===== config.mk =====
export PLATFORM = sky130hd
export DESIGN_NAME = hps_reset_sequencer
export DESIGN_NICKNAME = d
export VERILOG_FILES = /design/src/rtl/hps_reset_seq_pkg.sv /design/src/rtl/hps_reset_req_capture.sv /design/src/rtl/hps_reset_sequencer.sv
export SDC_FILE = /design/constraint.sdc
export NUM_CORES = 1
export LEC_CHECK = 0
export CAP_MARGIN = 10
export CORE_UTILIZATION = 58
export DETAILED_ROUTE_END_ITERATION = 8
export HOLD_SLACK_MARGIN = 0.1
export PLACE_DENSITY_LB_ADDON = 0.08
export RECOVER_POWER = 25
export SLEW_MARGIN = 20
export SYNTH_ARGS = -nofsm -noshare
export SYNTH_HDL_FRONTEND = slang
export SYNTH_HIERARCHICAL = 1
export SYNTH_SLANG_ARGS = --single-unit

===== constraint.sdc =====
create_clock -name clk -period 3.47 [get_ports clk]
set_clock_uncertainty 0.15 [all_clocks]
set_input_delay 0.347 -clock clk [delete_from_list [all_inputs] [get_ports clk]]
set_output_delay 0.347 -clock clk [all_outputs]
set_load 0.02 [all_outputs]

===== src/rtl/hps_reset_seq_pkg.sv =====
`default_nettype none
// ============================================================================
//  Module      : hps_reset_seq_pkg
//  Description : Shared definitions for the HPS reset-request sequencer:
//                FSM state encoding, reset-type codes and the per-type
//                pulse-length lookup.
//  Revision    : 1.0 - initial release
// ============================================================================
package hps_reset_seq_pkg;

  typedef enum logic [1:0] {
    ST_IDLE    = 2'd0,
    ST_PULSE   = 2'd1,
    ST_HOLDOFF = 2'd2
  } state_t;

  localparam logic [1:0] TYPE_NONE  = 2'd0;
  localparam logic [1:0] TYPE_COLD  = 2'd1;
  localparam logic [1:0] TYPE_WARM  = 2'd2;
  localparam logic [1:0] TYPE_DEBUG = 2'd3;

  // The lengths are module parameters, so the caller hands them in.
  function automatic int unsigned pulse_len(input logic [1:0] typ,
                                            input int unsigned cold_len,
                                            input int unsigned warm_len,
                                            input int unsigned debug_len);
    case (typ)
      TYPE_COLD:  pulse_len = cold_len;
      TYPE_WARM:  pulse_len = warm_len;
      TYPE_DEBUG: pulse_len = debug_len;
      default:    pulse_len = 1;
    endcase
  endfunction

endpackage
`default_nettype wire


===== src/rtl/hps_reset_req_capture.sv =====
`default_nettype none
// ============================================================================
//  Module      : hps_reset_req_capture
//  Description : Rising-edge capture of the three level reset requests into
//                sticky pending bits, plus a fixed-priority pick
//                (cold > warm > debug).
//  Ports       : clk, rst      - clock, synchronous active-high reset
//                req_in[2:0]   - level requests {debug,warm,cold}
//                clr[2:0]      - one-hot clear of the bit being served
//                pending[2:0]  - latched requests awaiting service
//                pick[1:0]     - highest-priority pending type code
//  Revision    : 1.0 - initial release
// ============================================================================
module hps_reset_req_capture
  import hps_reset_seq_pkg::*;
(
  input  logic       clk,
  input  logic       rst,
  input  logic [2:0] req_in,
  input  logic [2:0] clr,
  output logic [2:0] pending,
  output logic [1:0] pick
);

  logic [2:0] r_prev;
  logic [2:0] r_pending;
  logic [2:0] w_rise;

  assign w_rise = req_in & ~r_prev;

  // History resets to all-ones so a request held through reset needs a
  // fresh low->high transition before it counts.
  always_ff @(posedge clk) begin
    if (rst) begin
      r_prev    <= 3'b111;
      r_pending <= 3'b000;
    end else begin
      r_prev    <= req_in;
      // A rise in the same cycle as the clear wins, so it is served again.
      r_pending <= (r_pending & ~clr) | w_rise;
    end
  end

  always_comb begin
    pick = TYPE_NONE;
    if (r_pending[0])      pick = TYPE_COLD;
    else if (r_pending[1]) pick = TYPE_WARM;
    else if (r_pending[2]) pick = TYPE_DEBUG;
  end

  assign pending = r_pending;

endmodule
`default_nettype wire


===== src/rtl/hps_reset_sequencer.sv =====
`default_nettype none
// ============================================================================
//  Module      : hps_reset_sequencer
//  Description : Arbitrates cold/warm/debug reset requests and drives the HPS
//                f2h reset-request inputs with one non-overlapping active-low
//                pulse per accepted request, followed by a holdoff period.
//  Ports       : clk, rst       - clock, synchronous active-high reset
//                req_in[2:0]    - level requests {debug,warm,cold}
//                cold_req_n     - HPS cold reset request, active low
//                warm_req_n     - HPS warm reset request, active low
//                debug_req_n    - HPS debug reset request, active low
//                busy           - high while pulsing or in holdoff
//                active_type    - 0 none, 1 cold, 2 warm, 3 debug
//                req_cnt[23:0]  - {debug,warm,cold} saturating pulse counts
//                                 (only with RESET_SEQ_COUNTERS_EN defined)
//  Config      : `RESET_SEQ_COUNTERS_EN adds the req_cnt port and counters.
//  Revision    : 1.0 - initial release
// ============================================================================
module hps_reset_sequencer
  import hps_reset_seq_pkg::*;
#(
  parameter int unsigned COLD_PULSE  = 6,
  parameter int unsigned WARM_PULSE  = 2,
  parameter int unsigned DEBUG_PULSE = 32,
  parameter int unsigned HOLDOFF     = 1000,
  parameter int unsigned CNT_W       = 16
) (
  input  logic        clk,
  input  logic        rst,
  input  logic [2:0]  req_in,
  output logic        cold_req_n,
  output logic        warm_req_n,
  output logic        debug_req_n,
  output logic        busy,
  output logic [1:0]  active_type
`ifdef RESET_SEQ_COUNTERS_EN
  ,
  output logic [23:0] req_cnt
`endif
);

  state_t           r_state, w_state_nxt;
  logic [CNT_W-1:0] r_cnt, w_cnt_nxt;
  logic [1:0]       r_type, w_type_nxt;
  logic [2:0]       w_clr;
  logic [1:0]       w_pick;
  logic [2:0]       w_pending;
  logic             w_start;

  hps_reset_req_capture u_capture (
    .clk     (clk),
    .rst     (rst),
    .req_in  (req_in),
    .clr     (w_clr),
    .pending (w_pending),
    .pick    (w_pick)
  );

  always_ff @(posedge clk) begin
    if (rst) begin
      r_state <= ST_IDLE;
      r_cnt   <= '0;
      r_type  <= TYPE_NONE;
    end else begin
      r_state <= w_state_nxt;
      r_cnt   <= w_cnt_nxt;
      r_type  <= w_type_nxt;
    end
  end

  always_comb begin
    w_state_nxt = r_state;
    w_cnt_nxt   = r_cnt;
    w_type_nxt  = r_type;
    w_clr       = 3'b000;
    w_start     = 1'b0;
    case (r_state)
      ST_IDLE: begin
        if (w_pick != TYPE_NONE) begin
          w_start     = 1'b1;
          w_type_nxt  = w_pick;
          w_cnt_nxt   = CNT_W'(pulse_len(w_pick, COLD_PULSE, WARM_PULSE, DEBUG_PULSE) - 1);
          w_clr       = {w_pick == TYPE_DEBUG, w_pick == TYPE_WARM, w_pick == TYPE_COLD};
          w_state_nxt = ST_PULSE;
        end
      end
      ST_PULSE: begin
        if (r_cnt == '0) begin
          w_cnt_nxt   = CNT_W'(HOLDOFF - 1);
          w_type_nxt  = TYPE_NONE;
          w_state_nxt = ST_HOLDOFF;
        end else begin
          w_cnt_nxt = r_cnt - 1'b1;
        end
      end
      ST_HOLDOFF: begin
        if (r_cnt == '0) w_state_nxt = ST_IDLE;
        else             w_cnt_nxt   = r_cnt - 1'b1;
      end
      default: w_state_nxt = ST_IDLE;
    endcase
  end

  // Outputs are flopped from the next-state view so they line up with the
  // state register without any decode after the flops.
  always_ff @(posedge clk) begin
    if (rst) begin
      cold_req_n  <= 1'b1;
      warm_req_n  <= 1'b1;
      debug_req_n <= 1'b1;
      busy        <= 1'b0;
      active_type <= TYPE_NONE;
    end else begin
      cold_req_n  <= !(w_state_nxt == ST_PULSE && w_type_nxt == TYPE_COLD);
      warm_req_n  <= !(w_state_nxt == ST_PULSE && w_type_nxt == TYPE_WARM);
      debug_req_n <= !(w_state_nxt == ST_PULSE && w_type_nxt == TYPE_DEBUG);
      busy        <= (w_state_nxt != ST_IDLE);
      active_type <= (w_state_nxt == ST_PULSE) ? w_type_nxt : TYPE_NONE;
    end
  end

`ifdef RESET_SEQ_COUNTERS_EN
  logic [2:0][7:0] r_req_cnt;

  always_ff @(posedge clk) begin
    if (rst) begin
      r_req_cnt <= '0;
    end else if (w_start) begin
      for (int i = 0; i < 3; i++) begin
        if (w_clr[i] && r_req_cnt[i] != 8'hFF) r_req_cnt[i] <= r_req_cnt[i] + 8'd1;
      end
    end
  end

  assign req_cnt = r_req_cnt;
`endif

endmodule
`default_nettype wire

==> flow_metrics.tcl, run 1 <==
set metrics [dict create \
    vias 1470 \
    fin_util_pct 67.7 \
    slew_headroom_pct 49.0 \
    final_cell_mix "dfxtp_1, nor2_1, a21oi_1" \
    row_count 19 \
    cts-root-buf "clkbuf_4" \
    drive_above_1_share_pct 9.09 \
    cts_sinks 32 \
    ys_seq_area_share_pct 37.7 \
    internal-power_mw 0.876 \
    initial_core_util_pct 61.6 \
    min_path_type "reg2reg" \
    grt_max_degree 18 \
    post-route-period-util_pct 76.3 \
    worstHoldStart "u_capture/r_prev[0]" \
    die_x_um 56.1 \
    antenna_found_initial 0 \
    tns_ns 0 \
    netlist_instances 197 \
    fin_cells 240 \
    cp_max_fo 10 \
    power_frac_seq_pct 33.0 \
    drtIter0Drc 64 \
    clkPwrFrac_pct 14.3 \
    overflow 0 \
    ys_types 50 \
    fillerInstances 238 \
    start_kind "register" \
    drc 0 \
    fmaxAchievable_mhz 378 \
    reg2reg_to "warm_req_n" \
    swShare_pct 43.8 \
    p_leak_nw 0.769 \
    cts_hold_buf 0 \
    syn-cell-area_mm2 0.00170 \
    place_hpwl_um 2640 \
    track_usage_pct 24.4 \
    dpl.cell_count 232 \
    nNetsFinal 221 \
    finalHoldViolCount 0 \
    powerDensity_mw_per_mm2 834 \
    core_mm2 0.00276 \
    diodes 0 \
    arrival_ns 2.77 \
    path_clk_slew_ns 0.10 \
    syn_avg_cell_area_um2 8.62 \
    cts_buffer_depth 2 \
    tightestPinTransition_ns 0.765 \
    required_ns 3.59 \
    regToRegStartpoint "r_cnt[7]" \
    reg2reg_depth 5 \
    die_area_mm2 0.00315 \
    cts_tree "yes" \
    r2r_setup_slack_ns 0.82 \
    mostFrequentLayoutCell "dfxtp_1" \
    cts_setup_buffers 0 \
    cts_made_buffers 5 \
    p_switching_mw 0.681 \
    synth_ff_type "dfxtp_1" \
    die_h_um 56.1 \
    async_flop_share_pct 0 \
    period_minus_slack_ns 2.65 \
    setup_viol 0 \
    dr.pass1.iters 4 \
    gp_congestion 0.893 \
    wl_per_cell_um 15.2 \
    total_power_mw 1.56 \
    worst_slack_ns 0.822 \
    whs_endpoint "u_capture/pending[0]" \
    synthToLayoutAreaGrowth_pct 10.0 \
    htreeDepth 2 \
    port_buffers 10 \
    cts_resized 0 \
    synth_fp_nets 210 \
    combPwrFrac_pct 52.6 \
    drv_cap 0 \
    worstSetupEndpointType "register" \
    routed_wl_um 3650 \
    synth.yosys.warnings 6 \
    place_worst_setup_slack_ns 0.953 \
    vias_per_cell 6.13 \
    rsz0062_at_grt "false" \
    critical_path_class "reg2reg" \
    ant_nets 0 \
    status "finished clean" \
    ir_drop_v 0.000658 \
    synth_edf_count 0 \
    drv_slew 0 \
    first_global_vias 1341 \
    grt_pass1_wl_um 5930 \
    io_pins 11 \
    worstHoldPathCells 2 \
    cp-startpoint "r_cnt[7]" \
    clock_latency_ns 0.33 \
    synth_seq_cells 32 \
]
routing by layer:
metal | global-route usage [%] | up-vias | share of wire (%)
li1 | - | 741 | -
met1 | 30.5 | 685 | 45
met3 | 6.28 | 6 | 4.3
met5 | 0 | - | 0
met4 | 9.06 | 0 | 1.1
met2 | 40.5 | 38 | 49
final cells by class:
class | count | area [um2] | area share, %
multi-input cells | 146 | 977 | 52.3
clock buffers | 8 | 58.8 | 3.15
flip-flops and latches | 32 | 641 | 34.3
repair buffers | 12 | 111 | 5.96
inverters | 11 | 41.3 | 2.21
well taps | 31 | 38.8 | 2.08
state kept, by name (all words and copies together), names as in the netlist:
signal and flops:
active_type 2, busy 1, cold_req_n 1, debug_req_n 1, r_cnt 16, r_state 2, r_type 2, u_capture/pending 3
u_capture/r_prev 3, warm_req_n 1
worst max-delay path, stage by stage (launching register included):
cell and delay [ns]:
dfxtp_1 0.35, nor4_1 0.65, nand4_1 0.60, a32oi_1 0.61, a211oi_1 0.12, nand2_1 0.10
power by group through the flow:
stage	Combinational [mW]	Clock, mW	Sequential, mW
global placement	0.785	0	0.518
CTS	0.810	0.228	0.514
global route	0.900	0.243	0.524
detailed placement	0.805	0	0.522
floorplan	0.623	0	0.518
finish	0.819	0.223	0.515
cell usage after synthesis (all sizes together) (3+ instances only):
| cell | count | area share (%) |
|---|---|---|
| dfxtp | 32 | 38 |
| nor2 | 18 | 4.0 |
| a21oi | 14 | 4.1 |
| inv | 11 | 2.4 |
| nand2 | 9 | 2.0 |
| ha | 8 | 5.9 |
| nand2b | 8 | 2.9 |
| o21ai | 7 | 2.1 |
| a211oi | 6 | 2.7 |
| a21o | 6 | 2.7 |
| nor3 | 6 | 1.8 |
| or2 | 6 | 2.2 |
| a31oi | 5 | 1.8 |
| clkbuf | 5 | 1.1 |
| nand4 | 5 | 1.8 |
| nor4 | 5 | 2.9 |
| nand3 | 4 | 1.2 |
| buf | 3 | 1.2 |
| o21a | 3 | 1.3 |
| o31ai | 3 | 1.3 |
| or3 | 3 | 1.4 |
| or4 | 3 | 1.8 |
| xor2 | 3 | 1.5 |
kinds of logic (layout without fill, tap and decap cells):
| group | Yosys count | after routing | synth area share [%] |
|---|---|---|---|
| mux | 1 | 1 | 0.590 |
| flops | 32 | 32 | 37.7 |
| compound gates | 55 | 55 | 22.1 |
| xor+xnor | 4 | 4 | 2.06 |
| buf+inv | 19 | 31 | 4.72 |
| simple gates | 78 | 78 | 26.9 |
| fa+ha+maj | 8 | 8 | 5.90 |
stage by stage:
stage	hold WS (ns)	area, um2
6_report	0.334	1870
5_1_grt	0.372	1870
4_1_cts	0.343	1870
3_5_place_dp	0.326	1810
3_3_place_gp	0.318	1810
2_1_floorplan	0.266	1700
worst max-delay path by stage:
| stage | to | slack [ns] | depth (start not counted) |
|---|---|---|---|
| final | warm_req_n | 0.82 | 5 |
| after global routing | warm_req_n | 0.65 | 5 |
| after CTS | warm_req_n | 0.93 | 5 |
| after detailed placement | warm_req_n | 0.95 | 5 |
| after global placement | warm_req_n | 1.13 | 5 |
| after floorplan | r_cnt[15] | 1.05 | 7 |
No activity file was read; power rests on OpenSTA's default activity.
==> run 2: changes to the inputs <==
==> constraint.sdc (replaced) <==
create_clock -name clk -period 2.7 [get_ports clk]
set_clock_uncertainty 0.15 [all_clocks]
set_input_delay 0.27 -clock clk [delete_from_list [all_inputs] [get_ports clk]]
set_output_delay 0.27 -clock clk [all_outputs]
set_load 0.02 [all_outputs]
==> flow_metrics.tcl, run 2 (synthesized netlist as in run 1, its figures left out) <==
set metrics [dict create \
    grt_max_degree 11 \
    worstHoldStart "u_capture/r_prev[1]" \
    die_h_um 56.1 \
    cts-root-buf "clkbuf_4" \
    status "finished clean" \
    fin_cells 244 \
    largest_register_ffs 16 \
    seq_area_um2 641 \
    routed_wl_um 3810 \
    overflow 0 \
    multi_input_area_um2 977 \
    gp_congestion 0.993 \
    fillerInstances 231 \
    period_minus_slack_ns 2.51 \
    min_path_type "reg2reg" \
    cts_buffer_depth 2 \
    drv_slew 0 \
    start_kind "register" \
    finalHoldViolCount 0 \
    tightestPinTransition_ns 0.680 \
    cts_tree "yes" \
    diodes 0 \
    vias 1535 \
    antenna_found_initial 0 \
    clock_latency_ns 0.34 \
    core_mm2 0.00276 \
    arrival_ns 2.60 \
    top_register "r_cnt" \
    whs_endpoint "u_capture/pending[1]" \
    r2r_setup_slack_ns 0.19 \
    track_usage_pct 27.3 \
    vias_per_cell 6.29 \
    grt_pass1_wl_um 6660 \
    cts_sinks 32 \
    drtIter0Drc 80 \
    timing.hold.ws_ns 0.347 \
    nNetsFinal 225 \
    post-route-period-util_pct 92.9 \
    powerDensity_mw_per_mm2 1090 \
    wl_per_cell_um 15.6 \
    die_x_um 56.1 \
    mostFrequentLayoutCell "dfxtp_1" \
    io_pins 11 \
    tns_ns 0 \
    critical_path_class "reg2reg" \
    reg2reg_depth 5 \
    final_cell_mix "dfxtp_1, nor2_1, a21oi_1" \
    drv_cap 0 \
    required_ns 2.79 \
    drc 0 \
    port_buffers 10 \
    regToRegStartpoint "r_cnt[7]" \
    synthToLayoutAreaGrowth_pct 12.6 \
    ant_nets 0 \
    cts_setup_buffers 0 \
    dpl.cell_count 236 \
    fmaxAchievable_mhz 399 \
    row_count 19 \
    htreeDepth 2 \
    fin_util_pct 69.3 \
    cp_max_fo 6 \
    cts_hold_buf 0 \
    p_leak_nw 0.801 \
    ir_drop_v 0.000948 \
    initial_core_util_pct 61.6 \
    cts_resized 0 \
    path_clk_slew_ns 0.10 \
    setup_viol 0 \
    slew_headroom_pct 54.2 \
    place_hpwl_um 2850 \
    worstSetupEndpointType "register" \
    rsz0062_at_grt "false" \
    reg2reg_to "r_cnt[4]" \
    worstHoldPathCells 2 \
    first_global_vias 1588 \
    drive_above_1_share_pct 10.8 \
    die_area_mm2 0.00315 \
    cts_made_buffers 5 \
    dr.pass1.iters 4 \
]
[run 2: worst max path at each step]
stage                            to        from  depth (start not counted)
after floorplan           r_cnt[15]  r_state[0]                          7
after global placement     r_cnt[4]    r_cnt[7]                          5
after detailed placement   r_cnt[4]    r_cnt[7]                          5
after CTS                  r_cnt[4]    r_cnt[7]                          5
after global routing      r_cnt[10]    r_cnt[7]                          5
final                      r_cnt[4]    r_cnt[7]                          5
[run 2: stage by stage]
| stage | setup WS, ns | area, um2 | power [mW] |
|---|---|---|---|
| floorplan | 0.285 | 1700 | 1.47 |
| global placement | 0.377 | 1840 | 1.68 |
| detailed placement | 0.301 | 1840 | 1.72 |
| CTS | 0.291 | 1920 | 2.09 |
| global route | 0.0506 | 1910 | 2.25 |
| finish | 0.192 | 1910 | 2.09 |
[run 2: metal layers]
metal  track usage (%)  vias to the layer above  routed length [um]
li1                  -                      753                   -
met1              31.0                      722                1570
met2              45.1                       51                1920
met3              8.14                        9                 225
met4              16.4                        0                  87
met5                 0                        -                   0
[run 2: worst max-delay path, cell delays in order, from the launching register on]
cell and delay (ns):
dfxtp_1 0.37, nor4_1 0.59, nand4_1 0.35, a31oi_1 0.54
o22ai_1 0.17, a32o_1 0.24
[run 2: cell type report]
cell class	instances	area share (%)
multi-input combinational	146	51.1
tap	31	2.03
sequential	32	33.5
inverter	11	2.16
clock buffer	6	2.16
clock inverter	2	1.83
timing repair buffer	16	7.20
[run 2: power by group]
group          switching, mW  internal, mW  total [mW]
sequential             0.100         0.569       0.669
clock                  0.164         0.194       0.358
combinational          0.616         0.444        1.06
total                  0.880          1.21        2.09
==> run 3: changes to the inputs <==
--- a/config.mk
+++ b/config.mk
@@ -8,6 +8,7 @@
 export CAP_MARGIN = 10
 export CORE_UTILIZATION = 58
 export DETAILED_ROUTE_END_ITERATION = 8
+export GPL_ROUTABILITY_DRIVEN = 1
 export HOLD_SLACK_MARGIN = 0.1
 export PLACE_DENSITY_LB_ADDON = 0.08
 export RECOVER_POWER = 25
==> results of run 3 <==
Same layout as run 2: the final DEF is identical, and so are final timing and power.
